`src/rtl/wb_cmd_master.sv`:
```
// rtl/wb_cmd_master.sv - single-outstanding command to Wishbone classic master with retry and timeout
//
// Purpose:
//   Accepts one command at a time on a valid/ready handshake and runs it as a
//   Wishbone classic cycle. The cycle ends on err_i, ack_i or rty_i, with err_i
//   taking priority over ack_i, and ack_i over rty_i. A cycle also ends when the
//   per-attempt timeout expires. Each rty_i causes a one-cycle gap with the bus
//   idle, then a re-issue, up to MAX_RETRY times. The result is presented on a
//   valid/ready response handshake.
//
// Ports:
//   clk_i, rst_i           clock; asynchronous active-high reset
//   cmd_valid/cmd_ready    command handshake; ready only while idle
//   cmd_we/adr/sel/dat     command fields, latched on acceptance
//   rsp_valid/rsp_ready    response handshake
//   rsp_dat                read data (0 for writes and failed reads)
//   rsp_status             00 OK, 01 ERR, 10 RETRY_EXHAUSTED, 11 TIMEOUT
//   cyc_o/stb_o/we_o       Wishbone master control
//   adr_o/sel_o/dat_o      Wishbone master address, lanes, write data
//   dat_i/ack_i/err_i/rty_i Wishbone slave response

module wb_cmd_master #(
    parameter int ADR_WIDTH = 32,
    parameter int DAT_WIDTH = 32,
    parameter int MAX_RETRY = 3,
    parameter int TIMEOUT   = 255
) (
    input  logic                   clk_i,
    input  logic                   rst_i,

    input  logic                   cmd_valid,
    output logic                   cmd_ready,
    input  logic                   cmd_we,
    input  logic [ADR_WIDTH-1:0]   cmd_adr,
    input  logic [DAT_WIDTH/8-1:0] cmd_sel,
    input  logic [DAT_WIDTH-1:0]   cmd_dat,

    output logic                   rsp_valid,
    input  logic                   rsp_ready,
    output logic [DAT_WIDTH-1:0]   rsp_dat,
    output logic [1:0]             rsp_status,

    output logic                   cyc_o,
    output logic                   stb_o,
    output logic                   we_o,
    output logic [ADR_WIDTH-1:0]   adr_o,
    output logic [DAT_WIDTH/8-1:0] sel_o,
    output logic [DAT_WIDTH-1:0]   dat_o,
    input  logic [DAT_WIDTH-1:0]   dat_i,
    input  logic                   ack_i,
    input  logic                   err_i,
    input  logic                   rty_i
);

    localparam int SEL_WIDTH = DAT_WIDTH / 8;
    localparam int RTY_W     = (MAX_RETRY < 1) ? 1 : $clog2(MAX_RETRY + 1);

    localparam logic [RTY_W-1:0] RTY_MAX  = RTY_W'(MAX_RETRY);
    // The counter holds the number of BUS cycles already spent in this attempt,
    // so the attempt ends on the cycle where it still reads TIMEOUT-1.
    localparam logic [15:0]      TMO_LAST = 16'(TIMEOUT - 1);

    localparam logic [1:0] ST_OK      = 2'b00;
    localparam logic [1:0] ST_ERR     = 2'b01;
    localparam logic [1:0] ST_RTY_EXH = 2'b10;
    localparam logic [1:0] ST_TMO     = 2'b11;

    typedef enum logic [1:0] {
        IDLE    = 2'd0,
        BUS     = 2'd1,
        BACKOFF = 2'd2,
        RESP    = 2'd3
    } state_t;

    state_t                 state, state_nx;
    logic                   we_nx;
    logic [ADR_WIDTH-1:0]   adr_nx;
    logic [SEL_WIDTH-1:0]   sel_nx;
    logic [DAT_WIDTH-1:0]   dat_nx;
    logic [DAT_WIDTH-1:0]   rdat_nx;
    logic [1:0]             status_nx;
    logic [RTY_W-1:0]       rty_cnt, rty_nx;
    logic [15:0]            tmo_cnt, tmo_nx;

    // Handshake and bus strobes are decoded from the state register only, so
    // no slave input reaches an output without passing through a flop, and an
    // asynchronous reset drops cyc_o/stb_o immediately.
    assign cmd_ready = (state == IDLE);
    assign cyc_o     = (state == BUS);
    assign stb_o     = (state == BUS);
    assign rsp_valid = (state == RESP);

    always_ff @(posedge clk_i or posedge rst_i) begin
        if (rst_i) begin
            state      <= IDLE;
            we_o       <= 1'b0;
            adr_o      <= '0;
            sel_o      <= '0;
            dat_o      <= '0;
            rsp_dat    <= '0;
            rsp_status <= ST_OK;
            rty_cnt    <= '0;
            tmo_cnt    <= '0;
        end else begin
            state      <= state_nx;
            we_o       <= we_nx;
            adr_o      <= adr_nx;
            sel_o      <= sel_nx;
            dat_o      <= dat_nx;
            rsp_dat    <= rdat_nx;
            rsp_status <= status_nx;
            rty_cnt    <= rty_nx;
            tmo_cnt    <= tmo_nx;
        end
    end

    always_comb begin
        state_nx  = state;
        we_nx     = we_o;
        adr_nx    = adr_o;
        sel_nx    = sel_o;
        dat_nx    = dat_o;
        rdat_nx   = rsp_dat;
        status_nx = rsp_status;
        rty_nx    = rty_cnt;
        tmo_nx    = tmo_cnt;

        case (state)
            IDLE: begin
                if (cmd_valid) begin
                    we_nx     = cmd_we;
                    adr_nx    = cmd_adr;
                    sel_nx    = cmd_sel;
                    dat_nx    = cmd_dat;
                    // Start from a zero payload so writes and failed reads
                    // report 0 without further work.
                    rdat_nx   = '0;
                    status_nx = ST_OK;
                    rty_nx    = '0;
                    tmo_nx    = '0;
                    state_nx  = BUS;
                end
            end

            BUS: begin
                if (err_i) begin
                    status_nx = ST_ERR;
                    state_nx  = RESP;
                end else if (ack_i) begin
                    status_nx = ST_OK;
                    if (!we_o) begin
                        rdat_nx = dat_i;
                    end
                    state_nx  = RESP;
                end else if (rty_i) begin
                    if (rty_cnt == RTY_MAX) begin
                        status_nx = ST_RTY_EXH;
                        state_nx  = RESP;
                    end else begin
                        rty_nx   = rty_cnt + RTY_W'(1);
                        state_nx = BACKOFF;
                    end
                end else if (tmo_cnt == TMO_LAST) begin
                    status_nx = ST_TMO;
                    state_nx  = RESP;
                end else begin
                    tmo_nx = tmo_cnt + 16'd1;
                end
            end

            BACKOFF: begin
                tmo_nx   = '0;
                state_nx = BUS;
            end

            RESP: begin
                if (rsp_ready) begin
                    state_nx = IDLE;
                end
            end

            default: begin
                state_nx = IDLE;
            end
        endcase
    end

endmodule

```
`config.mk`:
```
export PLATFORM = sky130hd
export DESIGN_NAME = wb_cmd_master
export DESIGN_NICKNAME = d
export VERILOG_FILES = /design/src/rtl/wb_cmd_master.sv
export SDC_FILE = /design/constraint.sdc
export NUM_CORES = 1
export LEC_CHECK = 0
export CORE_AREA = 2 2 78 155
export DETAILED_ROUTE_END_ITERATION = 12
export DIE_AREA = 0 0 80 157
export PLACE_DENSITY = 0.86
export SLEW_MARGIN = 0
export SYNTH_ARGS = -nofsm -noshare
export SYNTH_HDL_FRONTEND = slang
export SYNTH_SLANG_ARGS = --single-unit
```
`constraint.sdc`:
```
create_clock -name clk_i -period 7.3 [get_ports clk_i]
set_input_delay 1.095 -clock clk_i [delete_from_list [all_inputs] [get_ports clk_i]]
set_output_delay 1.095 -clock clk_i [all_outputs]
set_load 0.01 [all_outputs]
```
==> results of run 1 <==
## state kept, by name, summed over array words and instances, names as in the netlist
register    count
rty_cnt         2
sel_o           4
rsp_dat        32
dat_o          32
rsp_status      2
adr_o          32
tmo_cnt        16
we_o            1
state           2
## layout make-up
type | count | share of cell area
flip-flops and latches | 123 | 0.383
inverters | 4 | 0.00218
clock buffers | 19 | 0.0538
well taps | 142 | 0.0221
clock inverters | 12 | 0.0157
multi-input cells | 289 | 0.253
repair buffers | 219 | 0.271
diodes | 1 | 0.000311
## worst paths after layout
path                                              start  slack, ns  cells after the start                      end
worst max-delay path               state[1]$_DFFE_PP0P_       3.64                      4                    stb_o
worst min-delay path            rsp_dat[15]$_DFFE_PP0P_       0.49                      2  rsp_dat[15]$_DFFE_PP0P_
worst max register to register   tmo_cnt[8]$_DFFE_PP0P_       5.06                      4   tmo_cnt[8]$_DFFE_PP0P_
worst min register to register  rsp_dat[15]$_DFFE_PP0P_       0.49                      2  rsp_dat[15]$_DFFE_PP0P_
max in group asynchronous                         rst_i       4.77                      3  tmo_cnt[13]$_DFFE_PP0P_
min in group asynchronous                         rst_i       1.12                      2    dat_o[25]$_DFFE_PP0P_
## where the power goes
part	internal [mW]	leakage (nW)	switching [mW]
clock network	0.497	0.261	0.303
registers	0.977	1.54	0.177
logic	0.799	1.53	0.612
## cell usage after synthesis (2+ instances only)
master,count
dfrtp_1,123
nand2_1,88
mux2_2,69
o21ai_0,37
clkbuf_1,22
nand3_1,8
and2_1,6
nor2_1,6
nand2b_1,5
inv_1,4
nand4_1,4
nor4_1,4
or4_1,4
a21oi_1,3
ha_1,3
o211ai_1,3
o311ai_1,3
a31oi_1,2
buf_6,2
mux2i_1,2
nand3b_1,2
nor3_1,2
nor4bb_1,2
o21bai_1,2
o22ai_1,2
o311ai_0,2
o31ai_1,2
o41ai_1,2
## cells by family after synthesis
family,after synthesis,share of synthesized area
buf+inv,33,0.0296
simple gates,147,0.143
mux,71,0.152
compound gates,68,0.0820
flops,123,0.586
fa+ha+maj,3,0.00715
## critical path, stage by stage, from the launching register on
cell	delay, ns
dfrtp_1	0.47
nand2b_1	0.26
inv_1	0.33
buf_4	0.45
clkdlybuf4s50_1	0.63
## metal layers
metal	vias up	global-route usage	wire [µm]
met1	2133	0.261	5040
met2	191	0.452	8790
met4	0	0.103	461
li1	1988	-	-
met5	-	0	0
met3	30	0.0837	1060
==> impl_metrics.py, run 1 <==
metrics = {
    "synthesis": {
        "yosysWarnings": 0,
        "syn_area_um2": 5250,
        "synth_edf_count": 0,
        "synth_area_leaders": "dfrtp_1 (59%), mux2_2 (15%), nand2_1 (6.3%)",
        "synthArstFlopShare": 1.00,
        "seq_area_frac_synth": 0.586,
        "ys_ff_latch": 123,
        "syn_inst": 445,
        "ys.flop_type": "dfrtp_1",
        "syn-num-nets": 556,
        "synth_top_area_frac": 0.586,
        "ys_types": 59,
        "synth.largest_area_cell": "dfrtp_1",
        "avgSynthCellArea_um2": 11.8,
    },
    "power": {
        "p_per_area_nw_per_um2": 418,
        "power_mw": 3.36,
        "peakVddDrop_uv": 279,
        "leakage_nw": 3.34,
    },
    "route": {
        "route.detailed.vias_per_inst": 5.37,
        "drtAntennaViolNets": 0,
        "dr.pass1.iters": 4,
        "remaining_drc_errors": 0,
        "vias": 4342,
        "wl_per_cell_um": 19.0,
        "drt-total-wl_um": 15300,
        "detail_route.iter0.violations": 249,
    },
    "worst_setup_path": {
        "critPathCaptureType": "output port",
        "crit_arrival_ns": 2.57,
        "startpoint_type": "flop",
        "path_class": "flop to output port",
        "crit_fanout": 40,
        "critical_path_required_ns": 6.20,
    },
    "clocking": {
        "cts-buffers-inserted": 17,
        "postCtsResizedCells": 0,
        "cts.sinks": 123,
        "clk_latency_ns": 0.41,
        "tritoncts": "built",
        "h-tree-depth": 4,
        "cts.path.max_buffers": 2,
        "cts_hold_buf": 0,
        "clkTransAtPathRegs_ns": 0.06,
        "cts_setup_buffers": 0,
        "cts_root_buf": "clkbuf_16",
    },
    "global_routing": {
        "grt_max_degree": 76,
        "grt_antenna_before_repair": 0,
        "grt_pass1_wl_um": 23800,
        "grt_pass1_vias": 4639,
        "grt.overflow.total": 0,
        "grt_util_all_layers": 0.251,
    },
    "timing": {
        "fin_crit_sh": 0.502,
        "fmax_ghz": 0.273,
        "fin_crit_ns": 3.66,
        "tightestPinTransition_ns": 1.19,
        "finalSetupViolCount": 0,
        "setup_tns_ns": 0,
        "hold_viol_final": 0,
        "clock-skew-final_ns": 0.0107,
        "holdWs_ns": 0.486,
        "rsz0062_at_grt": "no",
        "layout_setup_ws_ns": 3.64,
        "final-max-slew-violation-count": 0,
        "maxSlewHeadroom": 0.205,
    },
    "status": {
        "status": "complete, no violations",
    },
    "job": {
        "drv_cap": 0,
    },
    "placed_design": {
        "post-place-cells": 777,
        "placed_area_um2": 7480,
        "gp_congestion": 0.917,
        "dpl_worst_slack_ns": 3.99,
        "portBuffers": 214,
        "hpwl_um": 11300,
    },
    "cells_and_area": {
        "fin_nets": 765,
        "register_area_um2": 3080,
        "syn_to_final_growth_pct": 53.3,
        "n_fill_cell": 797,
        "drive_gt1_frac": 0.173,
        "layout_commonest_cell": "clkdlybuf4s50_1",
        "multi_input_area_um2": 2030,
        "final_cell_mix": "clkdlybuf4s50_1 (214), dfrtp_1 (123), nand2_1 (88)",
        "fin_area_um2": 8050,
        "stdcell_count": 809,
        "utilization": 0.713,
    },
    "die": {
        "io_pins": 215,
        "core-area_um2": 11300,
        "dieArea_um2": 12600,
        "rows": 55,
        "chipHeight_um": 157,
        "start_util": 0.465,
        "dieWidth_um": 80,
    },
    "hold_path": {
        "hp-class": "flop to flop",
    },
}
Power figures use the tool's default switching activity.
==> inputs of run 2 (changes only) <==
CORE_AREA = 2 2 82 162   (was 2 2 78 155)
DIE_AREA = 0 0 84 164   (was 0 0 80 157)
PLACE_DENSITY = 0.79   (was 0.86)
clock period = 3.4 ns   (was 7.3 ns; I/O delays follow)
==> impl_metrics.py, run 2 (same netlist as run 1, synthesis figures left out) <==
metrics = {
    "power": {
        "swShare": 0.320,
        "leakage_nw": 3.38,
        "p_int_mw": 4.94,
        "comb_power_share": 0.417,
        "power_frac_seq": 0.340,
        "peakVddDrop_uv": 533,
        "p_per_area_nw_per_um2": 892,
        "power_switching_mw": 2.32,
        "clockPowerShare": 0.243,
    },
    "route": {
        "drt-total-wl_um": 14900,
        "vias": 4374,
        "dr.pass1.iters": 8,
        "route.detailed.vias_per_inst": 5.34,
        "detail_route.iter0.violations": 203,
        "remaining_drc_errors": 0,
        "drtAntennaViolNets": 0,
        "wl_per_cell_um": 18.2,
    },
    "global_routing": {
        "grt_pass1_vias": 4789,
        "grt_util_all_layers": 0.220,
        "grt_antenna_before_repair": 0,
        "grt_pass1_wl_um": 23600,
        "grt.overflow.total": 0,
        "grt_max_degree": 72,
    },
    "placed_design": {
        "dpl_worst_slack_ns": 0.732,
        "portBuffers": 214,
        "hpwl_um": 11000,
        "post-place-cells": 787,
        "gp_congestion": 0.861,
    },
    "worst_setup_path": {
        "r2r-start": "state[1]$_DFFE_PP0P_",
        "endpoint": "stb_o",
        "r2r_end": "rsp_status[1]$_DFFE_PP0P_",
        "critPathLaunch": "state[1]$_DFFE_PP0P_",
        "r2r_cells": 6,
        "crit_fanout": 20,
        "path_class": "flop to output port",
        "crit_arrival_ns": 2.35,
        "critical_path_required_ns": 2.89,
        "critPathCaptureType": "output port",
        "startpoint_type": "flop",
        "r2r_setup_slack_ns": 1.06,
    },
    "clocking": {
        "cts_hold_buf": 0,
        "cts-buffers-inserted": 17,
        "cts.path.max_buffers": 2,
        "tritoncts": "built",
        "clk_latency_ns": 0.40,
        "clkTransAtPathRegs_ns": 0.06,
        "postCtsResizedCells": 0,
        "cts_setup_buffers": 0,
        "cts_root_buf": "clkbuf_16",
        "cts.sinks": 123,
        "h-tree-depth": 4,
    },
    "status": {
        "status": "complete, no violations",
    },
    "timing": {
        "rsz0062_at_grt": "no",
        "fin_crit_ns": 2.86,
        "tightestPinTransition_ns": 0.774,
        "final-max-slew-violation-count": 0,
        "fin_crit_sh": 0.840,
        "maxSlewHeadroom": 0.483,
        "setup_tns_ns": 0,
        "layout_setup_ws_ns": 0.544,
        "hold_viol_final": 0,
        "finalSetupViolCount": 0,
        "fmax_ghz": 0.350,
        "clock-skew-final_ns": 0.00903,
    },
    "die": {
        "dieArea_um2": 13800,
        "io_pins": 215,
        "rows": 58,
        "dieWidth_um": 84,
        "chipHeight_um": 164,
        "core-area_um2": 12600,
        "start_util": 0.418,
    },
    "cells_and_area": {
        "fin_nets": 767,
        "n_fill_cell": 1005,
        "stdcell_count": 819,
        "layout_commonest_cell": "clkdlybuf4s50_1",
        "n_antenna_cell": 0,
        "final_cell_mix": "clkdlybuf4s50_1 (214), dfrtp_1 (123), nand2_1 (88)",
        "syn_to_final_growth_pct": 55.2,
        "utilization": 0.649,
        "reg.largest.list": "adr_o (32), dat_o (32), rsp_dat (32)",
        "multi_input_area_um2": 2030,
        "drive_gt1_frac": 0.178,
        "register_area_um2": 3080,
    },
    "job": {
        "drv_cap": 0,
    },
    "hold_path": {
        "hp-class": "flop to flop",
    },
}
run 2: cell types whose count changed in the layout (fill, tap and decap cells not counted), sizes merged:
| cell | previous run | this run |
|---|---|---|
| inv | 4 | 5 |
| buf | 5 | 7 |
| diode | 1 | 0 |
run 2: cell type report:
| class | count | area share |
|---|---|---|
| inverter | 4 | 0.00230 |
| sequential | 123 | 0.378 |
| timing repair buffer | 221 | 0.275 |
| clock inverter | 13 | 0.0177 |
| multi-input combinational | 289 | 0.249 |
| tap | 150 | 0.0230 |
| clock buffer | 19 | 0.0544 |
run 2: critical path: stages (launching register included):
cell             delay (ns)
dfrtp_1                0.48
nand2b_1               0.29
inv_1                  0.51
clkdlybuf4s50_1        0.65
run 2: how the worst min path moves through the flow:
| stage | slack [ns] | depth (start not counted) | start | end |
|---|---|---|---|---|
| finish | 0.47 | 2 | rsp_dat[15]$_DFFE_PP0P_ | rsp_dat[15]$_DFFE_PP0P_ |
| global route | 0.51 | 2 | rsp_dat[7]$_DFFE_PP0P_ | rsp_dat[7]$_DFFE_PP0P_ |
| CTS | 0.48 | 2 | rsp_dat[10]$_DFFE_PP0P_ | rsp_dat[10]$_DFFE_PP0P_ |
| detailed placement | 0.47 | 2 | rsp_dat[10]$_DFFE_PP0P_ | rsp_dat[10]$_DFFE_PP0P_ |
| global placement | 0.46 | 2 | rsp_dat[22]$_DFFE_PP0P_ | rsp_dat[22]$_DFFE_PP0P_ |
| floorplan | 0.46 | 1 | rty_cnt[0]$_DFFE_PP0P_ | rty_cnt[0]$_DFFE_PP0P_ |
run 2: routing by layer:
metal	track usage	wire (µm)	share of wire	vias up
li1	-	-	-	2003
met1	0.214	4830	0.32	2123
met2	0.405	8420	0.57	199
met3	0.0553	888	0.060	49
met4	0.139	731	0.049	0
met5	0	0	0	-
run 2: stage by stage:
step / hold slack [ns] / instance area, µm² / power [mW]
6_report: 0.474 / 8150 / 7.27
3_5_place_dp: 0.469 / 7560 / 5.55
4_1_cts: 0.482 / 8150 / 7.35
2_1_floorplan: 0.463 / 5250 / 3.78
5_1_grt: 0.507 / 8150 / 7.68
3_3_place_gp: 0.462 / 7560 / 5.42
run 2: power groups by stage:
| stage | logic (mW) | clock network (mW) | registers [mW] |
|---|---|---|---|
| 2_1_floorplan | 1.08 | 0 | 2.70 |
| 3_3_place_gp | 2.98 | 0 | 2.44 |
| 3_5_place_dp | 3.05 | 0 | 2.50 |
| 4_1_cts | 3.07 | 1.81 | 2.48 |
| 5_1_grt | 3.24 | 1.87 | 2.56 |
| 6_report | 3.03 | 1.77 | 2.47 |
